[src/rtl/gray_to_bin_sync.sv]
// Gray pointer receiver: synchronizes a cross-domain Gray pointer, decodes it to binary, flags +1 steps and illegal jumps.
// Latency: SYNC_STAGES+1 clocks from gray_data_i to bin_data_o / inc_o / step_err_o.
// Backpressure: none; a new sample is accepted every clock.
//
// Ports:
//   clk, rst_n   single rising-edge clock, async active-low reset
//   gray_data_i  Gray pointer from the other domain (may be asynchronous)
//   err_clr_i    synchronous clear of the sticky step error
//   bin_data_o   registered binary pointer
//   bin_vld_o    pipeline warmed up since the last reset
//   inc_o        one-cycle pulse when the pointer advanced by exactly +1
//   step_err_o   sticky flag, set by a multi-bit Gray change
module gray_to_bin_sync #(
    parameter int WIDTH       = 5,
    parameter int SYNC_STAGES = 2   // legal range 2..4
) (
    input  logic             clk,
    input  logic             rst_n,
    input  logic [WIDTH:0]   gray_data_i,
    input  logic             err_clr_i,
    output logic [WIDTH:0]   bin_data_o,
    output logic             bin_vld_o,
    output logic             inc_o,
    output logic             step_err_o
);

    localparam int PW = WIDTH + 1;
    localparam int CW = $clog2(SYNC_STAGES + 2);
    localparam logic [PW-1:0] ONE     = PW'(1);
    localparam logic [CW-1:0] CNT_MAX = CW'(SYNC_STAGES + 1);
    localparam logic [CW-1:0] CNT_VLD = CW'(SYNC_STAGES);

    // Synchronizer chain: plain flops, nothing between stages.
    logic [PW-1:0] s_q [SYNC_STAGES];
    logic [PW-1:0] g_s;

    always_ff @(posedge clk or negedge rst_n) begin
        if (!rst_n) begin
            for (int i = 0; i < SYNC_STAGES; i++) begin
                s_q[i] <= '0;
            end
        end else begin
            s_q[0] <= gray_data_i;
            for (int i = 1; i < SYNC_STAGES; i++) begin
                s_q[i] <= s_q[i-1];
            end
        end
    end

    assign g_s = s_q[SYNC_STAGES-1];

    // Gray to binary: bit i is the XOR of all Gray bits from i up to the MSB.
    logic [PW-1:0] bin_d;
    always_comb begin
        bin_d = '0;
        for (int i = 0; i < PW; i++) begin
            bin_d[i] = ^(g_s >> i);
        end
    end

    // Warm-up counter saturates at SYNC_STAGES+1; valid latches on the edge
    // where the first post-reset sample reaches the decode register.
    logic [CW-1:0] cnt_q, cnt_d;
    logic          vld_q, vld_d;

    always_comb begin
        cnt_d = cnt_q;
        if (cnt_q != CNT_MAX) begin
            cnt_d = cnt_q + CW'(1);
        end
        vld_d = vld_q | (cnt_q == CNT_VLD);
    end

    // Step check against the previous synchronized sample. Only trusted once
    // valid, so the flush to zero after reset never reads as a jump.
    logic [PW-1:0] g_prev_q;
    logic [PW-1:0] diff;
    logic          multi_bit;

    assign diff      = g_s ^ g_prev_q;
    assign multi_bit = (diff & (diff - ONE)) != '0;

    logic [PW-1:0] bin_q;
    logic          inc_q, inc_d;
    logic          err_q, err_d;

    always_comb begin
        // bin_q is the decode of g_prev_q, so comparing against bin_q+1 gives
        // the +1 test with natural modulo wrap.
        inc_d = vld_q && (bin_d == bin_q + ONE);
        err_d = err_q;
        if (err_clr_i) begin
            err_d = 1'b0;
        end
        // Set has priority over a simultaneous clear.
        if (vld_q && multi_bit) begin
            err_d = 1'b1;
        end
    end

    always_ff @(posedge clk or negedge rst_n) begin
        if (!rst_n) begin
            cnt_q    <= '0;
            vld_q    <= 1'b0;
            g_prev_q <= '0;
            bin_q    <= '0;
            inc_q    <= 1'b0;
            err_q    <= 1'b0;
        end else begin
            cnt_q    <= cnt_d;
            vld_q    <= vld_d;
            g_prev_q <= g_s;
            bin_q    <= bin_d;
            inc_q    <= inc_d;
            err_q    <= err_d;
        end
    end

    assign bin_data_o = bin_q;
    assign bin_vld_o  = vld_q;
    assign inc_o      = inc_q;
    assign step_err_o = err_q;

endmodule

[config.mk]
export PLATFORM = sky130hd
export DESIGN_NAME = gray_to_bin_sync
export DESIGN_NICKNAME = d
export VERILOG_FILES = /design/src/rtl/gray_to_bin_sync.sv
export SDC_FILE = /design/constraint.sdc
export NUM_CORES = 1
export LEC_CHECK = 0
export CORE_ASPECT_RATIO = 0.75
export CORE_MARGIN = 1.5
export CORE_UTILIZATION = 50
export CTS_CLUSTER_DIAMETER = 60
export CTS_CLUSTER_SIZE = 30
export DETAILED_ROUTE_END_ITERATION = 10
export HOLD_SLACK_MARGIN = 0.08
export PLACE_DENSITY = 0.78
export SLEW_MARGIN = 10
export SYNTH_ARGS = -nofsm -noshare
export SYNTH_HDL_FRONTEND = slang
export SYNTH_SLANG_ARGS = --single-unit
[constraint.sdc]
create_clock -name clk -period 2.3 [get_ports clk]
set_clock_uncertainty 0.1 [all_clocks]
set_input_delay 0.46 -clock clk [delete_from_list [all_inputs] [get_ports clk]]
set_output_delay 0.46 -clock clk [all_outputs]
set_load 0.01 [all_outputs]
==> summary.txt, run 1 <==
Main combinational cell family by area after synthesis -> XOR/XNOR gates
Simple-Gate Fraction of Synth Area -> 6.56%
Syn-to-layout area delta -> 23.2%
WS Path Type -> register to output pin
Vias in the first global route -> 584
Final-layout fill cell count -> 164
Largest net degree at the start of global routing -> 29
Synth Area in Adders -> 3.45%
TritonRoute pass-1 iters -> 2
Site Rows -> 14
Worst setup EP type -> output pin
Clk Latency, worst-skew pair -> 0.32 ns
Clock Path Buffers -> 2
Max-slew violations -> 0
Post-cts sizing count -> 0
Static leakage -> 0.592 nW
CTS tree -> done
First-pass GRT wire length -> 2.62 mm
Worst path max stage delay -> 0.56 ns
Power per Cell Area -> 834 nW/µm²
Critical path's top delay family -> buffers and inverters
CTS root buffer -> clkbuf_4
Mapped Area -> 1090 µm²
Worst-path cell chain -> clkdlybuf4s50_1
Worst Path Buf+Inv -> 1
Count of different cell masters after synthesis -> 19
Starting Density -> 53.5%
Fin crit period -> 1.90 ns
RSZ-0062 raised after global routing -> false
DIE HEIGHT -> 43.4 µm
Sequential area share after synthesis -> 64.4%
Worst Path Arrival -> 1.34 ns
Final hold vios -> 0
Wire per inst -> 12.0 µm
Ant diodes -> 0
DR vias -> 603
Dpl ws -> 0.436 ns
CTS Hold Bufs -> 0
Gpl congestion -> 0.700
Port bufs -> 17
HP Class -> register to register
Ports -> 18
Critical Path Fanout Max -> 6
Setup Fix Bufs, Post-CTS -> 0
Synthesized flop and latch total -> 28
Routed vias/inst -> 4.94
Mux share of post-synthesis cell area -> 0%
Drt total wl -> 1.47 mm
CP Launch Type -> register
Synth Area in Compound Gates -> 3.80%
Synth warn -> 0
GRT met3 Usage -> 6.27%
Status -> finished, final reports clean
XOR/XNOR Fraction of Synth Area -> 19.7%
Fin crit share -> 82.5%
Total gr overflow -> 0
Global-route usage over all layers -> 14.6%
Worst vdd ir -> 708 µV
Slowest CP cell -> clkdlybuf4s50_1
Initial drt markers -> 11
Final layout net count -> 111
Worst Max-Slew Pin Slew -> 0.340 ns
Core footprint -> 2030 µm²
Post-Syn Nets -> 89
Antenna violations before repair -> 0
DP Wirelength -> 1.13 mm
Global routing met1 resource utilization -> 19.3%
Layout cells sized above 1 -> 8.16%
Total CTS buffers -> 3
Setup violators final -> 0
F_max -> 0.527 GHz
GRT busiest layer -> met2
Leading cell types in the layout, fill and taps excluded -> dfrtp_1 (28), clkdlybuf4s50_1 (17), xnor2_1 (13)
Met2 Use GR -> 24.0%
Die Width -> 56.8 µm
CTS clk-pin slew, worst paths -> 0.14 ns
Pwr Total -> 1.12 mW
Final ANT Viol Nets -> 0
Final setup margin -> 0.402 ns
CTS sink count -> 28
Worst slew margin -> 77.3%
Max-cap violation count -> 0
Avg Synthesized Cell Area -> 14.1 µm²
WHS -> 0.258 ns
Final setup TNS -> 0 ns
CTS HTree Levels -> 1
DRC errors left -> 0
Post-synthesis cell count -> 77
Final Util -> 65.9%
Req. time, crit path -> 1.74 ns
Commonest non-fill, non-tap cell in the layout -> dfrtp_1
Die ar. -> 2470 µm²
[per-layer routing]
metal  vias to the layer above  share of wire [%]
met2                        17                 50
met1                       296                 44
li1                        290                  -
met5                         -                  0
met3                         0                5.4
met4                         0                  0
[flip-flops by register name (all words and copies together), names as in the netlist]
name        flops
bin_data_o      6
bin_vld_o       1
step_err_o      1
inc_o           1
g_prev_q        5
s_q             6
g_s             6
cnt_q           2
[Yosys cell counts]
library cell  instances  share of area [%]
nand2_1               2               0.69
xor2_1                7                5.6
a22oi_1               1               0.69
buf_4                 1               0.69
nor2_1                3                1.0
and3_1                1               0.58
xor2_2                1                1.5
xnor2_1              13                 10
or2_2                 1               0.58
o22ai_1               1               0.58
nand3_1               5                2.3
a21boi_0              1               0.69
nor4b_2               1                1.4
inv_1                 4                1.4
o21ai_0               1               0.46
ha_1                  3                3.5
o211ai_1              2                1.4
xnor3_1               1                2.1
dfrtp_1              28                 64
[path summary, 6_finish.rpt]
kind                                          from                   end  slack, ns  cells after the start
setup / recovery           bin_data_o[0]$_DFF_PN0_         bin_data_o[0]       0.40                      1
hold / removal                   s_q[11]$_DFF_PN0_      g_s[5]$_DFF_PN0_       0.26                      0
setup reg to reg                  g_s[5]$_DFF_PN0_       inc_o$_DFF_PN0_       0.43                      5
hold reg to reg                  s_q[11]$_DFF_PN0_      g_s[5]$_DFF_PN0_       0.26                      0
max in group asynchronous                    rst_n  cnt_q[0]$_DFFE_PN0P_       1.47                      2
min in group asynchronous                    rst_n      g_s[5]$_DFF_PN0_       0.38                      2
[through the flow]
step | area [µm²] | cells
detailed placement | 1290 | 118
CTS | 1340 | 122
global placement | 1290 | 118
global route | 1340 | 122
floorplan | 1090 | 77
finish | 1340 | 122
[layout make-up]
cell class / count / area, µm² / area share (%)
Timing Repair Buffer: 18 / 178 / 13.3
Sequential cell: 28 / 701 / 52.3
Clock inverter: 1 / 30.0 / 2.24
Inverter: 4 / 15.0 / 1.12
Multi-Input combinational cell: 44 / 364 / 27.2
Clock buffer: 3 / 22.5 / 1.68
Tap cell: 24 / 30.0 / 2.24
[power breakdown]
group | leakage (nW) | switching [mW] | internal (mW)
combinational | 0.247 | 0.105 | 0.136
clock | 0.0279 | 0.138 | 0.176
sequential | 0.317 | 0.0338 | 0.529
total | 0.592 | 0.277 | 0.841
[logic make-up (layout without fill, tap and decap cells)]
logic type,count (synthesis),in the layout
flip-flops,28,28
XOR/XNOR,22,22
AND/OR/NAND/NOR,13,13
AO/OA/AOI/OAI,6,6
buffers and inverters,5,26
adder cells (fa/ha/maj),3,3
No activity file was read; power rests on OpenSTA's default activity.
==> inputs of run 2 (changes only) <==
==> constraint.sdc (replaced) <==
create_clock -name clk -period 1.9 [get_ports clk]
set_clock_uncertainty 0.1 [all_clocks]
set_input_delay 0.38 -clock clk [delete_from_list [all_inputs] [get_ports clk]]
set_output_delay 0.38 -clock clk [all_outputs]
set_load 0.01 [all_outputs]
==> run 2 against run 1 <==
  * Design area up 3.3%
  * Critical path depth unchanged
  * Sequential share of layout area down 1.5 points
  * Die area unchanged
  * Critical path type unchanged
  * Sequential power up 22%
==> summary.txt, run 2 (synthesis results as in run 1) <==
Hold Path End -> g_s[5]$_DFF_PN0_
Crit Reg-Reg Endpoint -> inc_o$_DFF_PN0_
Gpl congestion -> 0.693 (-0.94%)
CTS HTree Levels -> 1 (unchanged)
Worst R2R Start -> g_s[5]$_DFF_PN0_
Total gr overflow -> 0 (unchanged)
Seq pwr share -> 50.0% (-0.3 points)
Worst slew margin -> 77.3% (about the same)
Cell count of the worst hold path -> 0 (unchanged)
Fin crit period -> 1.81 ns
Static leakage -> 0.605 nW (+2.2%)
Antenna violations before repair -> 0 (unchanged)
Final ANT Viol Nets -> 0 (unchanged)
Initial drt markers -> 13 (+2)
Port bufs -> 17 (unchanged)
Metal3 WL -> 74 µm (-6.3%)
Site Rows -> 14 (unchanged)
Worst Path Buf+Inv -> 1 (unchanged)
Commonest non-fill, non-tap cell in the layout -> dfrtp_1
Worst path max stage delay -> 0.56 ns (about the same)
Final hold vios -> 0 (unchanged)
Ports -> 18 (unchanged)
Max-slew violations -> 0 (unchanged)
Max-cap violation count -> 0 (unchanged)
Clk Latency, worst-skew pair -> 0.32 ns (about the same)
Cell Int Power -> 1.03 mW (+22%)
Final setup TNS -> 0 ns (unchanged)
F_max -> 0.552 GHz
Starting Density -> 53.5% (unchanged)
DIE HEIGHT -> 43.4 µm (unchanged)
Critical path's top delay family -> buffers and inverters
Slowest CP cell -> clkdlybuf4s50_1
CTS Hold Bufs -> 0 (unchanged)
First-pass GRT wire length -> 2.97 mm (+13%)
CTS root buffer -> clkbuf_4
Met1 WL -> 660 µm (+2.0%)
Worst-path cell chain -> clkdlybuf4s50_1
Global-route usage over all layers -> 16.2% (+1.6 points)
DR vias -> 610 (+1.2%)
Status -> finished, final reports clean
HP Class -> register to register
DR WL met2 -> 831 µm (+13%)
Power per Cell Area -> 991 nW/µm² (+19%)
Worst Path Arrival -> 1.33 ns (about the same)
Die ar. -> 2470 µm² (unchanged)
Clock network power share -> 27.2% (-0.9 points)
Worst vdd ir -> 734 µV (+3.8%)
Total CTS buffers -> 3 (unchanged)
Hold Startpoint -> s_q[11]$_DFF_PN0_
Multi-input logic area -> 398 µm² (+9.3%)
Uppermost routed layer -> met4
Critical Path Fanout Max -> 6 (unchanged)
Logic pwr share -> 22.8% (+1.2 points)
Routed vias/inst -> 4.96 (+0.34%)
Final layout net count -> 112 (+0.90%)
Final-layout fill cell count -> 153 (-6.7%)
Layout cells sized above 1 -> 14.1% (+6.0 points)
DP Wirelength -> 1.20 mm (+5.9%)
Setup violators final -> 0 (unchanged)
RSZ-0062 raised after global routing -> false
Syn-to-layout area delta -> 27.3%
Req. time, crit path -> 1.42 ns (-0.32 ns)
Pwr Total -> 1.37 mW (+23%)
CP Launch Type -> register
Ant diodes -> 0 (unchanged)
CTS tree -> done
Worst setup EP type -> output pin
CTS sink count -> 28 (unchanged)
DRC errors left -> 0 (unchanged)
WS Path Type -> register to output pin
Drt total wl -> 1.57 mm (+7.4%)
Leading cell types in the layout, fill and taps excluded -> dfrtp_1 (26), clkdlybuf4s50_1 (17), xnor2_1 (12)
Sw Pwr -> 343 µW (+24%)
Core footprint -> 2030 µm² (unchanged)
Largest net degree at the start of global routing -> 29 (unchanged)
Sw Ratio -> 25.0% (+0.23 points)
Clock Path Buffers -> 2 (unchanged)
Wire per inst -> 12.8 µm (+6.5%)
TritonRoute pass-1 iters -> 4 (+2)
CTS clk-pin slew, worst paths -> 0.14 ns (about the same)
R2R depth -> 5 (unchanged)
Vias in the first global route -> 681 (+17%)
Register area -> 703 µm² (+0.36%)
FF-to-FF setup slack -> 0.12 ns (-0.31 ns)
Worst Max-Slew Pin Slew -> 0.341 ns (+0.000965 ns)
Fin crit share -> 95.3%
Die Width -> 56.8 µm (unchanged)
run 2: changes by cell type in the layout (fill, tap and decap cells not counted), sizes merged:
cell  change
buf       +1
run 2: repair_timing:
item	4_1_cts	5_1_grt
setup endpoints to repair	0	2
gates resized for setup	0	6
setup buffers	0	0
run 2: power groups by stage:
stage | clock, mW | sequential (mW) | combinational (mW)
finish | 0.373 | 0.686 | 0.312
global route | 0.413 | 0.695 | 0.348
CTS | 0.387 | 0.685 | 0.303
detailed placement | 0 | 0.697 | 0.299
global placement | 0 | 0.691 | 0.289
floorplan | 0 | 0.699 | 0.178
run 2: final cells by class:
cell class | instances | share of cell area (%)
Timing Repair Buffer | 19 | 13.4
Clock inverter | 1 | 2.17
Multi-Input combinational cell | 44 | 28.8
Clock buffer | 3 | 1.63
Inverter | 4 | 1.08
Tap cell | 24 | 2.17
Sequential cell | 28 | 50.8
run 2: how the worst max path moves through the flow:
stage	startpoint	depth (start not counted)	slack, ns	endpoint
finish	bin_data_o[0]$_DFF_PN0_	1	0.09	bin_data_o[0]
floorplan	g_s[5]$_DFF_PN0_	5	0.16	inc_o$_DFF_PN0_
global route	g_s[4]$_DFF_PN0_	5	0.02	inc_o$_DFF_PN0_
detailed placement	g_s[5]$_DFF_PN0_	5	0.07	inc_o$_DFF_PN0_
global placement	g_s[5]$_DFF_PN0_	5	0.15	inc_o$_DFF_PN0_
CTS	g_s[5]$_DFF_PN0_	5	0.04	inc_o$_DFF_PN0_
run 2: metal layers:
layer  up-vias  global-route usage [%]
met4         0                    1.40
li1        292                       -
met3         2                    5.37
met5         -                       0
met1       301                    20.1
met2        15                    29.5
run 2: through the flow:
step | setup slack, ns | hold slack, ns | instances | utilization (%) | area (µm²)
after floorplan | 0.163 | -0.0156 | 77 | - | 1090
after global placement | 0.147 | 0.231 | 119 | 63.7 | 1290
after detailed placement | 0.0706 | 0.236 | 119 | 63.7 | 1290
after CTS | 0.0419 | 0.264 | 123 | 66.3 | 1350
after global routing | 0.0186 | 0.278 | 123 | 68.1 | 1380
final | 0.0892 | 0.262 | 123 | 68.1 | 1380
==> inputs of run 3 (changes only) <==
--- a/config.mk
+++ b/config.mk
@@ -9,7 +9,7 @@
 export CORE_MARGIN = 1.5
 export CORE_UTILIZATION = 50
 export CTS_CLUSTER_DIAMETER = 60
-export CTS_CLUSTER_SIZE = 30
+export CTS_CLUSTER_SIZE = 14
 export DETAILED_ROUTE_END_ITERATION = 10
 export HOLD_SLACK_MARGIN = 0.08
 export PLACE_DENSITY = 0.78
==> results of run 3 <==
Same layout as run 2: the final DEF is identical, and so are final timing and power.
